## config.mk

```make
export PLATFORM = sky130hd
export DESIGN_NAME = if_id_buffer_flat
export DESIGN_NICKNAME = d
export VERILOG_FILES = /design/src/rtl/if_id_buffer_pkg.sv /design/src/rtl/if_id_if.sv /design/src/rtl/if_id_mem.sv /design/src/rtl/if_id_buffer.sv /design/src/flat_wrapper.sv
export SDC_FILE = /design/constraint.sdc
export NUM_CORES = 1
export LEC_CHECK = 0
export CELL_PAD_IN_SITES_DETAIL_PLACEMENT = 0
export CELL_PAD_IN_SITES_GLOBAL_PLACEMENT = 1
export CORE_MARGIN = 4
export CORE_UTILIZATION = 39
export CTS_BUF_LIST = sky130_fd_sc_hd__clkbuf_8 sky130_fd_sc_hd__clkbuf_16
export DETAILED_ROUTE_END_ITERATION = 10
export PLACE_DENSITY_LB_ADDON = 0.1
export SKIP_LAST_GASP = 1
export SLEW_MARGIN = 25
export SYNTH_ARGS = -nofsm -noshare
export SYNTH_HDL_FRONTEND = slang
export SYNTH_SLANG_ARGS = --single-unit
```

## constraint.sdc

```tcl
create_clock -name Clk -period 7.4 [get_ports Clk]
set_input_delay 2.22 -clock Clk [delete_from_list [all_inputs] [get_ports Clk]]
set_output_delay 2.22 -clock Clk [all_outputs]
set_load 0.005 [all_outputs]
```

## src/rtl/if_id_buffer_pkg.sv

```systemverilog
// Shared definitions for the fetch-to-decode instruction buffer.
//   XLEN         width of PC and instruction words
//   NOP_INS      instruction presented to decode while the buffer is empty
//   PC_RESET_VEC PC the fetch stage starts from after reset
//   entry_t      one buffered {PC, instruction} pair
package if_id_buffer_pkg;

    localparam int unsigned     XLEN         = 32;
    localparam logic [XLEN-1:0] NOP_INS      = 32'h0000_0013;
    localparam logic [XLEN-1:0] PC_RESET_VEC = 32'h0000_0000;

    typedef struct packed {
        logic [XLEN-1:0] pc;
        logic [XLEN-1:0] instr;
    } entry_t;

endpackage

```

## src/rtl/if_id_if.sv

```systemverilog
// Fetch/decode-side bundle of the IF/ID buffer.
//   master : fetch + control side (drives In_*, Flush, Hold)
//   slave  : the buffer (drives In_Ready, Out_*, Occupancy)
interface if_id_if #(
    parameter int unsigned Depth = 2
) ();
    import if_id_buffer_pkg::*;

    logic                         In_Valid;
    logic [XLEN-1:0]              In_PC;
    logic [XLEN-1:0]              In_Instr;
    logic                         In_Ready;
    logic                         Flush;
    logic                         Hold;
    logic                         Out_Valid;
    logic [XLEN-1:0]              Out_PC;
    logic [XLEN-1:0]              Out_Instr;
    logic [$clog2(Depth+1)-1:0]   Occupancy;

    modport master (
        output In_Valid, In_PC, In_Instr, Flush, Hold,
        input  In_Ready, Out_Valid, Out_PC, Out_Instr, Occupancy
    );

    modport slave (
        input  In_Valid, In_PC, In_Instr, Flush, Hold,
        output In_Ready, Out_Valid, Out_PC, Out_Instr, Occupancy
    );

endinterface

```

## src/rtl/if_id_mem.sv

```systemverilog
// Storage array for the IF/ID buffer: DEPTH entries of {PC, instr}.
// One synchronous write port, one asynchronous read port, no reset
// (validity is tracked entirely by the pointers/count in the parent).
//   clk_i      clock
//   wr_en_i    write strobe
//   wr_addr_i  write index
//   wr_data_i  entry to store
//   rd_addr_i  read index
//   rd_data_o  entry at rd_addr_i
module if_id_mem
    import if_id_buffer_pkg::*;
#(
    parameter int unsigned DEPTH = 2
) (
    input  logic                     clk_i,
    input  logic                     wr_en_i,
    input  logic [$clog2(DEPTH)-1:0] wr_addr_i,
    input  entry_t                   wr_data_i,
    input  logic [$clog2(DEPTH)-1:0] rd_addr_i,
    output entry_t                   rd_data_o
);

    entry_t mem_q [DEPTH];

    always_ff @(posedge clk_i) begin
        if (wr_en_i) begin
            mem_q[wr_addr_i] <= wr_data_i;
        end
    end

    assign rd_data_o = mem_q[rd_addr_i];

endmodule

```

## src/rtl/if_id_buffer.sv

```systemverilog
// Fetch-to-decode instruction buffer: DEPTH-entry circular FIFO of
// {PC, instruction} pairs. In_Ready doubles as the PC write-enable.
//   Clk   clock, rising edge
//   Rst   asynchronous active-low reset
//   bus   if_id_if slave: In_Valid/In_PC/In_Instr/In_Ready from fetch,
//         Flush/Hold from control, Out_Valid/Out_PC/Out_Instr/Occupancy to decode
module if_id_buffer
    import if_id_buffer_pkg::*;
#(
    parameter int unsigned DEPTH = 2
) (
    input  logic    Clk,
    input  logic    Rst,
    if_id_if.slave  bus
);

    localparam int unsigned PtrW = $clog2(DEPTH);
    localparam int unsigned CntW = $clog2(DEPTH + 1);

    logic [PtrW-1:0] wr_ptr_q, wr_ptr_d;
    logic [PtrW-1:0] rd_ptr_q, rd_ptr_d;
    logic [CntW-1:0] count_q, count_d;

    logic   in_ready;
    logic   out_valid;
    logic   push;
    logic   pop;
    entry_t wr_entry;
    entry_t rd_entry;

    // Both flags come from state only, so Hold/Flush never reach In_Ready combinationally.
    assign in_ready  = (count_q != CntW'(DEPTH));
    assign out_valid = (count_q != '0);

    assign push = bus.In_Valid & in_ready & ~bus.Flush;
    assign pop  = out_valid & ~bus.Hold & ~bus.Flush;

    always_comb begin
        wr_ptr_d = wr_ptr_q;
        rd_ptr_d = rd_ptr_q;
        count_d  = count_q;
        if (bus.Flush) begin
            wr_ptr_d = '0;
            rd_ptr_d = '0;
            count_d  = '0;
        end else begin
            // Pointers are log2(DEPTH) bits wide, so wrap is implicit.
            if (push) wr_ptr_d = wr_ptr_q + PtrW'(1);
            if (pop)  rd_ptr_d = rd_ptr_q + PtrW'(1);
            case ({push, pop})
                2'b10:   count_d = count_q + CntW'(1);
                2'b01:   count_d = count_q - CntW'(1);
                default: count_d = count_q;
            endcase
        end
    end

    always_ff @(posedge Clk or negedge Rst) begin
        if (!Rst) begin
            wr_ptr_q <= '0;
            rd_ptr_q <= '0;
            count_q  <= '0;
        end else begin
            wr_ptr_q <= wr_ptr_d;
            rd_ptr_q <= rd_ptr_d;
            count_q  <= count_d;
        end
    end

    assign wr_entry.pc    = bus.In_PC;
    assign wr_entry.instr = bus.In_Instr;

    if_id_mem #(
        .DEPTH (DEPTH)
    ) u_mem (
        .clk_i     (Clk),
        .wr_en_i   (push),
        .wr_addr_i (wr_ptr_q),
        .wr_data_i (wr_entry),
        .rd_addr_i (rd_ptr_q),
        .rd_data_o (rd_entry)
    );

    assign bus.In_Ready  = in_ready;
    assign bus.Out_Valid = out_valid;
    assign bus.Out_PC    = out_valid ? rd_entry.pc    : '0;
    assign bus.Out_Instr = out_valid ? rd_entry.instr : NOP_INS;
    assign bus.Occupancy = count_q;

endmodule

```

## src/flat_wrapper.sv

```systemverilog
// flat-port wrapper written by rule: the top's interface ports become plain ports
module if_id_buffer_flat import if_id_buffer_pkg::*;
#(
    parameter int unsigned DEPTH = 2
)
  (Clk, Rst, bus_In_Valid, bus_In_PC, bus_In_Instr, bus_Flush, bus_Hold, bus_In_Ready, bus_Out_Valid, bus_Out_PC, bus_Out_Instr, bus_Occupancy);
  if_id_if #(.Depth(2)) bus_i ();
  input  logic Clk;
  input  logic Rst;
  input wire logic [$bits(bus_i.In_Valid)-1:0] bus_In_Valid;
  input wire logic [$bits(bus_i.In_PC)-1:0] bus_In_PC;
  input wire logic [$bits(bus_i.In_Instr)-1:0] bus_In_Instr;
  input wire logic [$bits(bus_i.Flush)-1:0] bus_Flush;
  input wire logic [$bits(bus_i.Hold)-1:0] bus_Hold;
  output wire logic [$bits(bus_i.In_Ready)-1:0] bus_In_Ready;
  output wire logic [$bits(bus_i.Out_Valid)-1:0] bus_Out_Valid;
  output wire logic [$bits(bus_i.Out_PC)-1:0] bus_Out_PC;
  output wire logic [$bits(bus_i.Out_Instr)-1:0] bus_Out_Instr;
  output wire logic [$bits(bus_i.Occupancy)-1:0] bus_Occupancy;
  assign bus_i.In_Valid = bus_In_Valid;
  assign bus_i.In_PC = bus_In_PC;
  assign bus_i.In_Instr = bus_In_Instr;
  assign bus_i.Flush = bus_Flush;
  assign bus_i.Hold = bus_Hold;
  assign bus_In_Ready = bus_i.In_Ready;
  assign bus_Out_Valid = bus_i.Out_Valid;
  assign bus_Out_PC = bus_i.Out_PC;
  assign bus_Out_Instr = bus_i.Out_Instr;
  assign bus_Occupancy = bus_i.Occupancy;
  if_id_buffer #(.DEPTH(DEPTH)) u_core (.Clk(Clk), .Rst(Rst), .bus(bus_i));
endmodule
```

==> run summary <==
Worst slew pin tran: 0.774 ns
Synth cell types: 22
DR pass1 iterations: 4
# diodes: 0
DR vias: 2890
Hold Path Class: register to register
Final Hold Fails: 0
Avg WL per Cell: 15.7 um
ANT nets after route: 0
WL final: 9860 um
CTS Buf Count: 17
Detailed placement HPWL: 6480 um
First-pass GRT wire length: 15300 um
Peak supply drop: 0.000132 V
Post-layout util: 57.6%
# nets final: 515
Gr ovfl total: 0
Warnings from Yosys: 0
Ranking of synthesized cells by area: edfxtp_1 (76%), mux2i_1 (13%), nor2_1 (4.5%)
Sink Count: 132
DRC Markers: 0
Die X: 122 um
Non-Filler Instances: 630
I/O pins: 137
Max-slew violation count: 0
WP data arrival: 2.70 ns
Yosys reg bits: 132
Static leakage: 2.42 nW
CTS Buffer Depth: 2
Port Buffer Count: 136
Initial DRC Count: 108
PostCTS Resize Cnt: 0
Fin crit share: 66.5%
Share of layout cells above drive strength 1: 9.17%
Initial antenna violation count: 0
Initial Utilization: 40.0%
RSZ-0062 raised after global routing: no
Core Region: 12600 sq um
Tot GR Track Use: 13.8%
Overall power: 1.93 mW
Setup TNS: 0 ns
Setup violations, final: 0
Via/cell ratio: 4.59
Post-CTS Hold Buffers: 0
H-Tree Depth: 4
Min Tclk post-route: 4.92 ns
Cell Rows: 41
CP Launch Type: register
Post-CTS Setup Bufs: 0
Clock skew: 0.00496 ns
Die Footprint: 14800 sq um
Pwr Density: 266 nW/um^2
Clk Latency, worst-skew pair: 0.40 ns
Worst setup path class: register to output pin
Number of global-route vias before repair: 3058
Synth top area share: 76.2%
Syn Std Cell Area: 5040 sq um
Area grow syn2layout: 44.1%
Placed insts: 599
GPL Wtd Cong: 0.690
Max cap viols: 0
Cell Area, Placed: 6630 sq um
Worst path required time: 5.18 ns
TritonCTS clock tree: built
Worst-path fanout max: 33
Fmax: 203 MHz
Clk slew on worst S/H paths: 0.06 ns
Status: finished, final reports clean
CTS root buf: clkbuf_16
Chip height: 122 um
Final instance area: 7270 sq um
Largest area contributor in the netlist: edfxtp_1
Post-synthesis cell count: 298
Avg Cell Area, Syn: 16.9 sq um
Register area share after synthesis: 78.2%
CP Capture Type: output pin
Post-synth net total: 367
Worst relative slew slack: 48.3%
Largest net degree at the start of global routing: 37
report_power, final:
part / total, mW / switching, mW / leakage [nW] / internal (mW)
Sequential: 0.864 / 0.0134 / 1.23 / 0.851
Clock: 0.884 / 0.291 / 0.298 / 0.593
Combinational: 0.185 / 0.0755 / 0.894 / 0.109
synth_stat cells:
cell	instances
and3b_1	1
nor2_2	1
nor2_1	61
mux2i_1	64
nor3_1	1
o21ai_0	2
inv_1	2
nor2b_1	1
buf_4	6
buf_2	7
a21o_1	1
nor3b_1	1
nand3_1	1
edfxtp_1	128
nand2b_1	2
nand2_1	6
o21ai_1	1
dfrtp_1	4
inv_2	1
or3_1	2
a21oi_1	4
mux2_2	1
cell usage in the layout (no fill, tap or decap), types with 3 or more instances in the layout:
cell type	Yosys	routed
clkbuf_16	0	17
nand2_1	6	6
a21oi_1	4	4
clkdlybuf4s50_1	0	136
mux2i_1	64	64
clkinvlp_4	0	4
bufinv_16	0	5
nor2_1	61	61
edfxtp_1	128	128
dfrtp_1	4	3
buf_4	6	5
sequential cells by signal, indices dropped and copies added (netlist names):
signal	cells
u_core.bus.Occupancy	2
u_core.rd_ptr_q	1
u_core.wr_ptr_q	1
u_core.u_mem.mem_q	128
layer usage:
metal,global-route usage (%),wire [um],vias up
li1,-,-,1405
met1,16.7,4190,1381
met2,22.0,4850,96
met3,5.90,729,8
met4,5.04,87,0
met5,0,0,-
through the flow:
| stage | hold WS, ns | setup slack, ns |
|---|---|---|
| detailed placement | 0.595 | 2.81 |
| global placement | 0.576 | 2.84 |
| CTS | 0.618 | 2.38 |
| finish | 0.622 | 2.48 |
| floorplan | 0.519 | 0.150 |
| global route | 0.665 | 2.21 |
worst max-delay path: stages (launching register included):
cell,delay [ns]
dfrtp_1,0.45
nor2_4,0.64
buf_4,0.45
inv_1,0.14
nand2_1,0.08
clkdlybuf4s50_1,0.50
final cells by class:
cell class              count  area, sq um
fillers                  1037         5350
clock inverters            14          211
repair buffers            142         1430
flip-flops and latches    132         3950
well taps                 172          215
clock buffers              17          425
multi-input cells         150         1030
inverters                   3         11.3
cells by family (layout without fill, tap and decap cells):
family	Yosys count	count (layout)	share of synthesized area [%]
AO/OA/AOI/OAI	8	8	0.843
buffers and inverters	16	176	1.81
flip-flops	132	132	78.2
multiplexers	65	65	12.9
AND/OR/NAND/NOR	77	77	6.25
final timing paths:
check	endpoint	slack [ns]	startpoint	cells after the start
setup / recovery	bus_Out_Instr[4]	2.48	u_core.bus.Occupancy[0]$_DFFE_PN0P_	5
hold / removal	u_core.wr_ptr_q$_DFFE_PN0P_	0.62	u_core.wr_ptr_q$_DFFE_PN0P_	2
setup reg to reg	u_core.rd_ptr_q$_DFFE_PN0P_	5.46	u_core.bus.Occupancy[0]$_DFFE_PN0P_	4
hold reg to reg	u_core.wr_ptr_q$_DFFE_PN0P_	0.62	u_core.wr_ptr_q$_DFFE_PN0P_	2
max in group asynchronous	u_core.rd_ptr_q$_DFFE_PN0P_	5.18	Rst	1
min in group asynchronous	u_core.bus.Occupancy[1]$_DFFE_PN0P_	2.02	Rst	1
Note: power is estimated with default switching activity, not from simulation.
